==> src/rtl/i2c_target_pkg.sv <==
// Shared types and defaults for the I2C target: FSM state encoding and
// the default address / filter depth.
package i2c_target_pkg;

  typedef enum logic [2:0] {
    S_IDLE,
    S_ADDR,
    S_ADDR_ACK,
    S_WR_DATA,
    S_WR_ACK,
    S_RD_DATA,
    S_RD_ACK,
    S_IGNORE
  } state_e;

  localparam logic [6:0] C_ADDR_DEFAULT   = 7'h50;
  localparam int         C_FILTER_DEFAULT = 4;

endpackage

==> src/rtl/i2c_target_line_filter.sv <==
// One bus line: 2-flop synchronizer, stability filter (C_FILTER equal samples
// needed to flip the filtered level) and registered rise/fall strobes.
module i2c_line_filter #(
  parameter int C_FILTER = 4
) (
  input  logic I_clk_100Mhz,
  input  logic I_rst_n,
  input  logic line_i,
  output logic line_o,
  output logic rise_o,
  output logic fall_o
);

  logic [1:0] sync_q;
  logic [3:0] cnt_q, cnt_d;
  logic       filt_q, filt_d;
  logic       rise_q, rise_d;
  logic       fall_q, fall_d;

  always_comb begin
    cnt_d  = 4'd0;
    filt_d = filt_q;
    rise_d = 1'b0;
    fall_d = 1'b0;
    if (sync_q[1] != filt_q) begin
      if (cnt_q == 4'(C_FILTER - 1)) begin
        filt_d = sync_q[1];
        rise_d = sync_q[1];
        fall_d = ~sync_q[1];
      end else begin
        cnt_d = cnt_q + 4'd1;
      end
    end
  end

  // Idle bus level is high, so everything resets to 1 to avoid a spurious edge.
  always_ff @(posedge I_clk_100Mhz or negedge I_rst_n) begin
    if (!I_rst_n) begin
      sync_q <= 2'b11;
      cnt_q  <= 4'd0;
      filt_q <= 1'b1;
      rise_q <= 1'b0;
      fall_q <= 1'b0;
    end else begin
      sync_q <= {sync_q[0], line_i};
      cnt_q  <= cnt_d;
      filt_q <= filt_d;
      rise_q <= rise_d;
      fall_q <= fall_d;
    end
  end

  assign line_o = filt_q;
  assign rise_o = rise_q;
  assign fall_o = fall_q;

endmodule

==> src/rtl/i2c_target.sv <==
// I2C target: filtered SCL/SDA front end, START/STOP detection, 7-bit address
// match, write-byte delivery and read-byte fetch. SDA is driven open-drain only.
module i2c_target
  import i2c_target_pkg::*;
#(
  parameter logic [6:0] C_ADDR   = C_ADDR_DEFAULT,
  parameter int         C_FILTER = C_FILTER_DEFAULT
) (
  input  logic       I_clk_100Mhz,
  input  logic       I_rst_n,
  input  logic       I_SCL,
  input  logic       I_SDA,
  output logic       O_SDA_OE,
  output logic       O_START,
  output logic       O_STOP,
  output logic       O_BUSY,
  output logic [7:0] O_RX_DATA,
  output logic       O_RX_VALID,
  output logic       O_RD_REQ,
  input  logic [7:0] I_TX_DATA,
  output logic       O_RD_NACK
);

  logic scl_f, scl_rise, scl_fall;
  logic sda_f, sda_rise, sda_fall;

  i2c_line_filter #(.C_FILTER(C_FILTER)) u_scl_filt (
    .I_clk_100Mhz (I_clk_100Mhz),
    .I_rst_n      (I_rst_n),
    .line_i       (I_SCL),
    .line_o       (scl_f),
    .rise_o       (scl_rise),
    .fall_o       (scl_fall)
  );

  i2c_line_filter #(.C_FILTER(C_FILTER)) u_sda_filt (
    .I_clk_100Mhz (I_clk_100Mhz),
    .I_rst_n      (I_rst_n),
    .line_i       (I_SDA),
    .line_o       (sda_f),
    .rise_o       (sda_rise),
    .fall_o       (sda_fall)
  );

  state_e     state_q, state_d;
  logic [3:0] bitcnt_q, bitcnt_d;
  logic [6:0] shift_q, shift_d;
  logic [7:0] shift_nx;
  logic [7:0] rx_data_q, rx_data_d;
  logic [6:0] tx_q, tx_d;
  logic       oe_q, oe_d;
  logic       busy_q, busy_d;
  logic       rw_q, rw_d;
  logic       start_q, start_d;
  logic       stop_q, stop_d;
  logic       rxv_q, rxv_d;
  logic       rdreq_q, rdreq_d;
  logic       nack_q, nack_d;
  logic       start_det, stop_det;

  assign start_det = scl_f & sda_fall;
  assign stop_det  = scl_f & sda_rise;

  always_comb begin
    state_d   = state_q;
    bitcnt_d  = bitcnt_q;
    shift_d   = shift_q;
    rx_data_d = rx_data_q;
    tx_d      = tx_q;
    oe_d      = oe_q;
    busy_d    = busy_q;
    rw_d      = rw_q;
    start_d   = 1'b0;
    stop_d    = 1'b0;
    rxv_d     = 1'b0;
    rdreq_d   = 1'b0;
    nack_d    = 1'b0;
    shift_nx  = {shift_q, sda_f};

    if (stop_det) begin
      state_d = S_IDLE;
      oe_d    = 1'b0;
      busy_d  = 1'b0;
      stop_d  = 1'b1;
    end else if (start_det) begin
      state_d  = S_ADDR;
      oe_d     = 1'b0;
      busy_d   = 1'b0;
      bitcnt_d = 4'd0;
      start_d  = 1'b1;
    end else begin
      case (state_q)
        S_IDLE: ;
        S_ADDR: begin
          if (scl_rise) begin
            shift_d  = shift_nx[6:0];
            bitcnt_d = bitcnt_q + 4'd1;
            if (bitcnt_q == 4'd7) begin
              if (shift_nx[7:1] == C_ADDR) begin
                state_d = S_ADDR_ACK;
                busy_d  = 1'b1;
                rw_d    = shift_nx[0];
              end else begin
                state_d = S_IGNORE;
              end
            end
          end
        end
        // oe_q doubles as the "ACK bit already driven" flag in both ACK states.
        S_ADDR_ACK: begin
          if (scl_rise && rw_q) rdreq_d = 1'b1;
          if (scl_fall) begin
            if (!oe_q) begin
              oe_d = 1'b1;
            end else if (rw_q) begin
              state_d  = S_RD_DATA;
              tx_d     = I_TX_DATA[6:0];
              oe_d     = ~I_TX_DATA[7];
              bitcnt_d = 4'd1;
            end else begin
              state_d  = S_WR_DATA;
              oe_d     = 1'b0;
              bitcnt_d = 4'd0;
            end
          end
        end
        S_WR_DATA: begin
          if (scl_rise) begin
            shift_d  = shift_nx[6:0];
            bitcnt_d = bitcnt_q + 4'd1;
            if (bitcnt_q == 4'd7) begin
              rx_data_d = shift_nx;
              rxv_d     = 1'b1;
              state_d   = S_WR_ACK;
            end
          end
        end
        S_WR_ACK: begin
          if (scl_fall) begin
            if (!oe_q) begin
              oe_d = 1'b1;
            end else begin
              oe_d     = 1'b0;
              bitcnt_d = 4'd0;
              state_d  = S_WR_DATA;
            end
          end
        end
        // bitcnt counts bits already placed on SDA; 0 means load a fresh byte.
        S_RD_DATA: begin
          if (scl_fall) begin
            if (bitcnt_q == 4'd0) begin
              tx_d     = I_TX_DATA[6:0];
              oe_d     = ~I_TX_DATA[7];
              bitcnt_d = 4'd1;
            end else if (bitcnt_q == 4'd8) begin
              oe_d     = 1'b0;
              bitcnt_d = 4'd0;
              state_d  = S_RD_ACK;
            end else begin
              oe_d     = ~tx_q[6];
              tx_d     = {tx_q[5:0], 1'b0};
              bitcnt_d = bitcnt_q + 4'd1;
            end
          end
        end
        S_RD_ACK: begin
          if (scl_rise) begin
            if (!sda_f) begin
              rdreq_d  = 1'b1;
              bitcnt_d = 4'd0;
              state_d  = S_RD_DATA;
            end else begin
              nack_d  = 1'b1;
              state_d = S_IGNORE;
            end
          end
        end
        S_IGNORE: oe_d = 1'b0;
        default:  state_d = S_IDLE;
      endcase
    end
  end

  always_ff @(posedge I_clk_100Mhz or negedge I_rst_n) begin
    if (!I_rst_n) begin
      state_q   <= S_IDLE;
      bitcnt_q  <= 4'd0;
      shift_q   <= 7'd0;
      rx_data_q <= 8'h00;
      tx_q      <= 7'd0;
      oe_q      <= 1'b0;
      busy_q    <= 1'b0;
      rw_q      <= 1'b0;
      start_q   <= 1'b0;
      stop_q    <= 1'b0;
      rxv_q     <= 1'b0;
      rdreq_q   <= 1'b0;
      nack_q    <= 1'b0;
    end else begin
      state_q   <= state_d;
      bitcnt_q  <= bitcnt_d;
      shift_q   <= shift_d;
      rx_data_q <= rx_data_d;
      tx_q      <= tx_d;
      oe_q      <= oe_d;
      busy_q    <= busy_d;
      rw_q      <= rw_d;
      start_q   <= start_d;
      stop_q    <= stop_d;
      rxv_q     <= rxv_d;
      rdreq_q   <= rdreq_d;
      nack_q    <= nack_d;
    end
  end

  assign O_SDA_OE   = oe_q;
  assign O_START    = start_q;
  assign O_STOP     = stop_q;
  assign O_BUSY     = busy_q;
  assign O_RX_DATA  = rx_data_q;
  assign O_RX_VALID = rxv_q;
  assign O_RD_REQ   = rdreq_q;
  assign O_RD_NACK  = nack_q;

endmodule

==> config.mk <==
export PLATFORM = sky130hd
export DESIGN_NAME = i2c_target
export DESIGN_NICKNAME = d
export VERILOG_FILES = /design/src/rtl/i2c_target_pkg.sv /design/src/rtl/i2c_target_line_filter.sv /design/src/rtl/i2c_target.sv
export SDC_FILE = /design/constraint.sdc
export NUM_CORES = 1
export LEC_CHECK = 0
export CORE_UTILIZATION = 35
export DETAILED_ROUTE_END_ITERATION = 8
export GPL_TIMING_DRIVEN = 0
export REMOVE_ABC_BUFFERS = 1
export SYNTH_ARGS = -nofsm -noshare
export SYNTH_HDL_FRONTEND = slang
export SYNTH_SLANG_ARGS = --single-unit
export TNS_END_PERCENT = 10
==> constraint.sdc <==
create_clock -name I_clk_100Mhz -period 3.85 [get_ports I_clk_100Mhz]
set_clock_uncertainty 0.2 [all_clocks]
set_input_delay 0.385 -clock I_clk_100Mhz [delete_from_list [all_inputs] [get_ports I_clk_100Mhz]]
set_output_delay 0.385 -clock I_clk_100Mhz [all_outputs]
set_load 0.02 [all_outputs]
# --- Word-level counts from Yosys, hierarchy flattened ---
# Index checks and enable logic that the tools add are counted.
totals:
  output_inout_bits: 15
  regBits: 55
  wordCells: 180
op_classes:
  add_sub_neg: 3
  bitwise: 8
  mux: 86
  n_eq_ne: 39
  reduce_logical: 21
ops:
  columns: ["operator", "count"]
  rows:
  - ["two-way mux 4 bit", 15]
  - ["two-way mux 3 bit", 16]
  - ["two-way mux 1 bit", 43]
  - ["two-way mux 7 bit", 6]
  - ["inequality test 4 x 3 -> 1 bit, second input constant", 6]
  - ["inequality test 4 bit, second input constant", 6]
  - ["one-hot mux 4 bit (5 select lines)", 1]
  - ["one-hot mux 3 bit (6 select lines)", 1]
  - ["one-hot mux 7 bit (2 select lines)", 1]
  - ["AND reduction 13 bit", 1]
  - ["adder 4 x 1 -> 4 bit, second input constant", 3]
  - ["== test 3 bit, second input constant", 4]
  - ["inequality test 3 x 2 -> 1 bit, second input constant", 4]
  - ["inequality test 3 bit, second input constant", 4]
  - ["AND reduction 4 bit", 3]
  - ["nonzero test 3 bit", 4]
  - ["nonzero test 6 bit", 2]
  - ["AND reduction 10 bit", 1]
  - ["== test 4 x 2 -> 1 bit, second input constant", 2]
  - ["AND reduction 8 bit", 1]
  - ["nonzero test 8 bit", 1]
  - ["== test 7 bit, second input constant", 1]
  - ["== test 3 x 2 -> 1 bit, second input constant", 2]
  - ["NOT 1 bit", 6]
  - ["18 further kinds", 23]

# --- Longest topological paths before layout ---
logic_depth:
  depth_word: 7
  ltp_mapped: 7
  mapped_depth_nobuf: 7

# --- Cells and area by module ---
# From an unflattened synthesis, not the netlist that was laid out.
hier_totals:
  cells_unflattened: 242
  area_unflattened_um2: 2727.6
by_module_without_submodules:
  columns: ["mod", "seq_area_each_um2", "area_each_um2", "cells_per_inst", "instances"]
  rows:
  - ["i2c_target", 925.9, 1991.9, 192, 1]
  - ["i2c_line_filter", 229.0, 367.9, 25, 2]

# --- Least setup slack after synthesis ---
# Ideal clock, no wire load.
synth_timing:
  kind: "reg2reg"
  startpoint: "register bitcnt_q[0]"
  endpoint: "register tx_q[1]"
  path_stages_with_launch: 7
  t_arrival_ps: 1789
  slack_ps: 1736
  setup_time_ps: 125
  cell_sequence: "dfrtp_1 inv_1 ha_1 nor2b_1 a21oi_1 mux2_2 mux2_2"
synth_between:
  elab_chain_cells: 4
synth_lines:
  columns: ["item", "line", "rtl"]
  rows:
  - ["from (decl)", "i2c_target.sv:46", "logic [3:0] bitcnt_q, bitcnt_d;"]
  - ["from (signal assigned)", "i2c_target.sv:202", "bitcnt_q <= bitcnt_d;"]
  - ["zero test 4 bit", "i2c_target.sv:152", "if (bitcnt_q == 4'd0) begin"]
  - ["two-way mux 7 bit", "i2c_target.sv:152", null]
  - ["two-way mux 7 bit", "i2c_target.sv:151", "if (scl_fall) begin"]
  - ["one-hot mux 7 bit (2 select lines)", "i2c_target.sv:92", "case (state_q)"]
  - ["to (signal assigned)", "i2c_target.sv:205", "tx_q <= tx_d;"]
  - ["to (decl)", "i2c_target.sv:50", "logic [6:0] tx_q, tx_d;"]
# Parallel ways exist; a longest one is shown, timed or not. The select of a mux whose other input is x is not followed.
# A chain may end at the register's enable or synchronous reset.

# --- Worst setup path in the final report ---
layout_timing:
  startpoint: "register state_q[2]"
  endpoint: "register tx_q[4]"
layout_between:
  elab_chain_cells: 3
layout_lines:
  columns: ["item", "line", "rtl"]
  rows:
  - ["from (decl)", "i2c_target.sv:45", "state_e state_q, state_d;"]
  - ["from (signal assigned)", "i2c_target.sv:201", "state_q <= state_d;"]
  - ["== test 3 bit or == test 3 x 2 -> 1 bit (tied branches)", "i2c_target.sv:92", null]
  - ["inequality test 3 bit (no line) (tied with other cells)", null, null]
  - ["AND reduction 8 bit (no line)", null, null]
# Parallel ways exist; a longest one is shown, timed or not.

==> impl_summary.txt <==
----------------------------------------------------
[Clock network]
  Root Driver ... clkbuf_8
  CTS Buf Count ... 5
  Quantity of gates resized following cts ... 0
  TritonCTS clock tree ... built
  Latest clock arrival within the worst-skew pair ... 0.31 ns
  Buffer depth of the longest clock path ... 2
  Clk sinks ... 55
  Level count of the clock H-tree ... 2
  Clock transition at the registers of the reported paths ... 0.09 ns

[STA]
  Max Slew Vio Count ... 0
  Number of setup violations in the final report ... 0
  Hold Violations, Final ... 0
  Post-layout min period ... 2.39 ns
  Setup repair after global routing missed its margin ... false
  Transition time at the pin with the least slew margin ... 0.608 ns
  Maximum clock frequency ... 418 MHz
  Final sum of negative setup slack ... 0 ns
  Portion of the clock cycle consumed by the worst path in the final layout ... 0.622
  Headroom to the max-slew limit ... 0.595

[Logic synthesis]
  Cell variety after synth ... 50
  Top cell type's share of synthesized area ... 0.465
  Warnings, synthesis ... 0
  Sequential share of the synthesized area ... 0.525
  Largest area contributor in the netlist ... dfrtp_1
  Mean area per synthesized cell ... around 11 um2
  Post-synthesis cell area ... around 0.0026 mm2
  Top cells by area in the synthesized netlist ... dfrtp_1 47%, mux2_2 13%, dfstp_2 6.0%
  Prevailing post-synth register cell ... dfrtp_1
  Yosys reg bits ... 55
  Async set or reset register ratio after synthesis ... 1.00
  Number of instances in the synthesized netlist ... 231
  EDFF count, synth ... 0

[Global routing]
  Global-route wire length before repair ... 8490 um
  Overflow left after global routing ... 0
  Pin count of the biggest net entering global routing ... 34
  GRT Total Usage ... 0.140
  Antenna violations before repair ... 0
  Vias in the first global route ... 1732

[Setup path]
  Kind of start point of the critical path ... flip-flop
  Capture instance of the worst register-to-register path ... tx_q[4]$_DFFE_PN0P_
  WP data arrival ... approximately 2.4 ns
  Nature of the critical path endpoint ... flip-flop
  Maximum fanout count along the critical path ... 18
  Critical R2R Launch ... state_q[2]$_DFFE_PN0P_
  Critical path type ... reg2reg
  CP required ... roughly 3.9 ns
  Cell count of the worst reg-to-reg path ... 4
  R2r setup slk ... approximately 1.5 ns

[Route]
  Count of unresolved DRC violations after routing ... 0
  First DRT Iteration DRCs ... 180
  Wirelength per Cell ... 13.7 um
  Routed vias/inst ... 5.02
  Post-route antenna net violation count ... 0
  M1 WL ... approximately 2400 um
  Met3 wire len ... approximately 250 um
  Met2 WL post-DR ... around 2200 um
  Router iterations before antenna repair ... 4
  Vias after detailed routing ... 1803
  Total length of routed wires ... 4930 um
  Uppermost signal routing layer after detailed routing ... met4

[Floorplanning]
  Initial core utilization ... 0.363
  Floorplan die area ... 0.00788 mm2
  Std cell rows ... 31
  Core footprint ... between 0.007 and 0.008 mm2
  Die span in x ... 88.8 um
  Count of boundary I/O pins ... 27
  Die span in y ... around 89 um

[Finish]
  Antenna Diode Count ... 0
  Share of final-layout standard cells stronger than drive strength 1 ... 0.215
  Synthesis-to-layout area growth ... 18.1%
  Post-layout nets ... 276
  Cell area after layout ... 0.00311 mm2

[Place]
  Final GP Congestion ... approximately 0.78
  Port Buf Inserts ... 26
  Placed cell areas ... 0.00300 mm2
  Sum of net half-perimeters after detailed placement ... 3550 um

[Min path]
  Hold wc startpoint ... u_sda_filt.sync_q[0]$_DFF_PN1_
  Worst hold path stage count ... 0
  Worst hold path endpoint ... u_sda_filt.sync_q[1]$_DFF_PN1_
  Classification of the worst-slack hold path ... reg2reg

[Power and ir drop]
  Static power due to leakage ... 0.00134 uW
  Pwr/cell area ... around 530 mW/mm2
  Largest vdd supply drop ... approximately 0.20 mV

[Outcome]
  Outcome ... completed

[Run]
  Max-Cap Viols ... 0

----------------------------------------------------
-- sequential cells by signal, indices dropped and copies added (netlist names), 2 cells and up --
signal	flops
bitcnt_q	4
u_scl_filt.cnt_q	4
u_scl_filt.sync_q	2
u_sda_filt.sync_q	2
u_sda_filt.cnt_q	4
O_RX_DATA	8
state_q	3
shift_q	7
tx_q	7
-- worst max-delay path, stage by stage, from the launching register on --
cell and delay [ns]:
dfrtp_1 0.69, nand3b_1 0.21, a21oi_1 0.53, mux2_2 0.40, mux2_2 0.26
-- through the flow --
stage          worst slack (ns)  utilization  power, uW  hold WS, ns  std cells
2_1_floorplan              1.74            -       1170       -0.111        224
3_3_place_gp              0.478        0.412       1310        0.146        349
3_5_place_dp               1.44        0.414       1320        0.148        350
4_1_cts                    1.42        0.429       1670        0.163        359
5_1_grt                    1.25        0.429       1770        0.170        359
6_report                   1.46        0.429       1640        0.161        359
-- per-layer routing --
metal | up-vias | GRT usage
li1 | 885 | -
met1 | 873 | 0.201
met2 | 39 | 0.213
met3 | 6 | 0.0271
met4 | 0 | 0.0484
met5 | - | 0
-- where the power goes --
group / total, uW / internal (uW) / switching [uW]
sequential: 801 / 671 / 130
clock: 335 / 147 / 188
combinational: 507 / 258 / 249
total: 1640 / 1080 / 567
-- Yosys cell counts (all sizes together) (4+ instances only) --
cell type,count
nor2b,5
and2,5
nor2,14
nand2,13
dfstp,6
inv,9
a31oi,4
dfrtp,49
ha,5
nand3b,5
buf,4
a21oi,10
o21ai,15
mux2,31
nand3,5
-- cell type report --
class                   count  area, um2
fillers                   706       4140
repair buffers             28        285
flip-flops and latches     55       1380
inverters                   9       33.8
clock inverters             2       16.3
clock buffers               6       82.6
well taps                  99        124
multi-input cells         160       1190
-- worst max path at each step --
stage / startpoint / end / slack [ns]
final: state_q[2]$_DFFE_PN0P_ / tx_q[4]$_DFFE_PN0P_ / 1.46
after global routing: state_q[0]$_DFFE_PN0P_ / tx_q[4]$_DFFE_PN0P_ / 1.25
after CTS: bitcnt_q[0]$_DFFE_PN0P_ / tx_q[4]$_DFFE_PN0P_ / 1.42
after global placement: I_rst_n / u_sda_filt.rise_o$_DFF_PN0_ / 0.48
after floorplan: bitcnt_q[0]$_DFFE_PN0P_ / tx_q[1]$_DFFE_PN0P_ / 1.74
after detailed placement: bitcnt_q[0]$_DFFE_PN0P_ / tx_q[4]$_DFFE_PN0P_ / 1.44
-- kinds of logic after synthesis --
kind of cell             Yosys count  share of synthesized area
multiplexers                      34                      0.145
flip-flops                        55                      0.525
AND/OR/NAND/NOR                   67                      0.146
XOR/XNOR                           4                     0.0133
buffers and inverters             16                     0.0247
adder cells (fa/ha/maj)            5                     0.0237
AO/OA/AOI/OAI                     50                      0.122
-- repair_timing --
item	in CTS	in global routing
hold buffers	1	0
endpoints found under the setup margin	0	0
buffers inserted	0	0
hold endpoints to repair	19	0
-- placed cells by master (no fill, tap or decap), types with 4 or more instances in the layout --
master	n
and2_1	5
dfrtp_1	49
ha_1	5
clkdlybuf4s50_1	25
nand3b_1	5
nand2_1	12
nor2_1	13
mux2_2	30
a31oi_1	4
a21oi_1	10
nor2b_1	4
inv_1	9
o21ai_0	14
clkbuf_8	6
nand3_1	4
dfstp_2	6
Note: power is estimated with default switching activity, not from simulation.
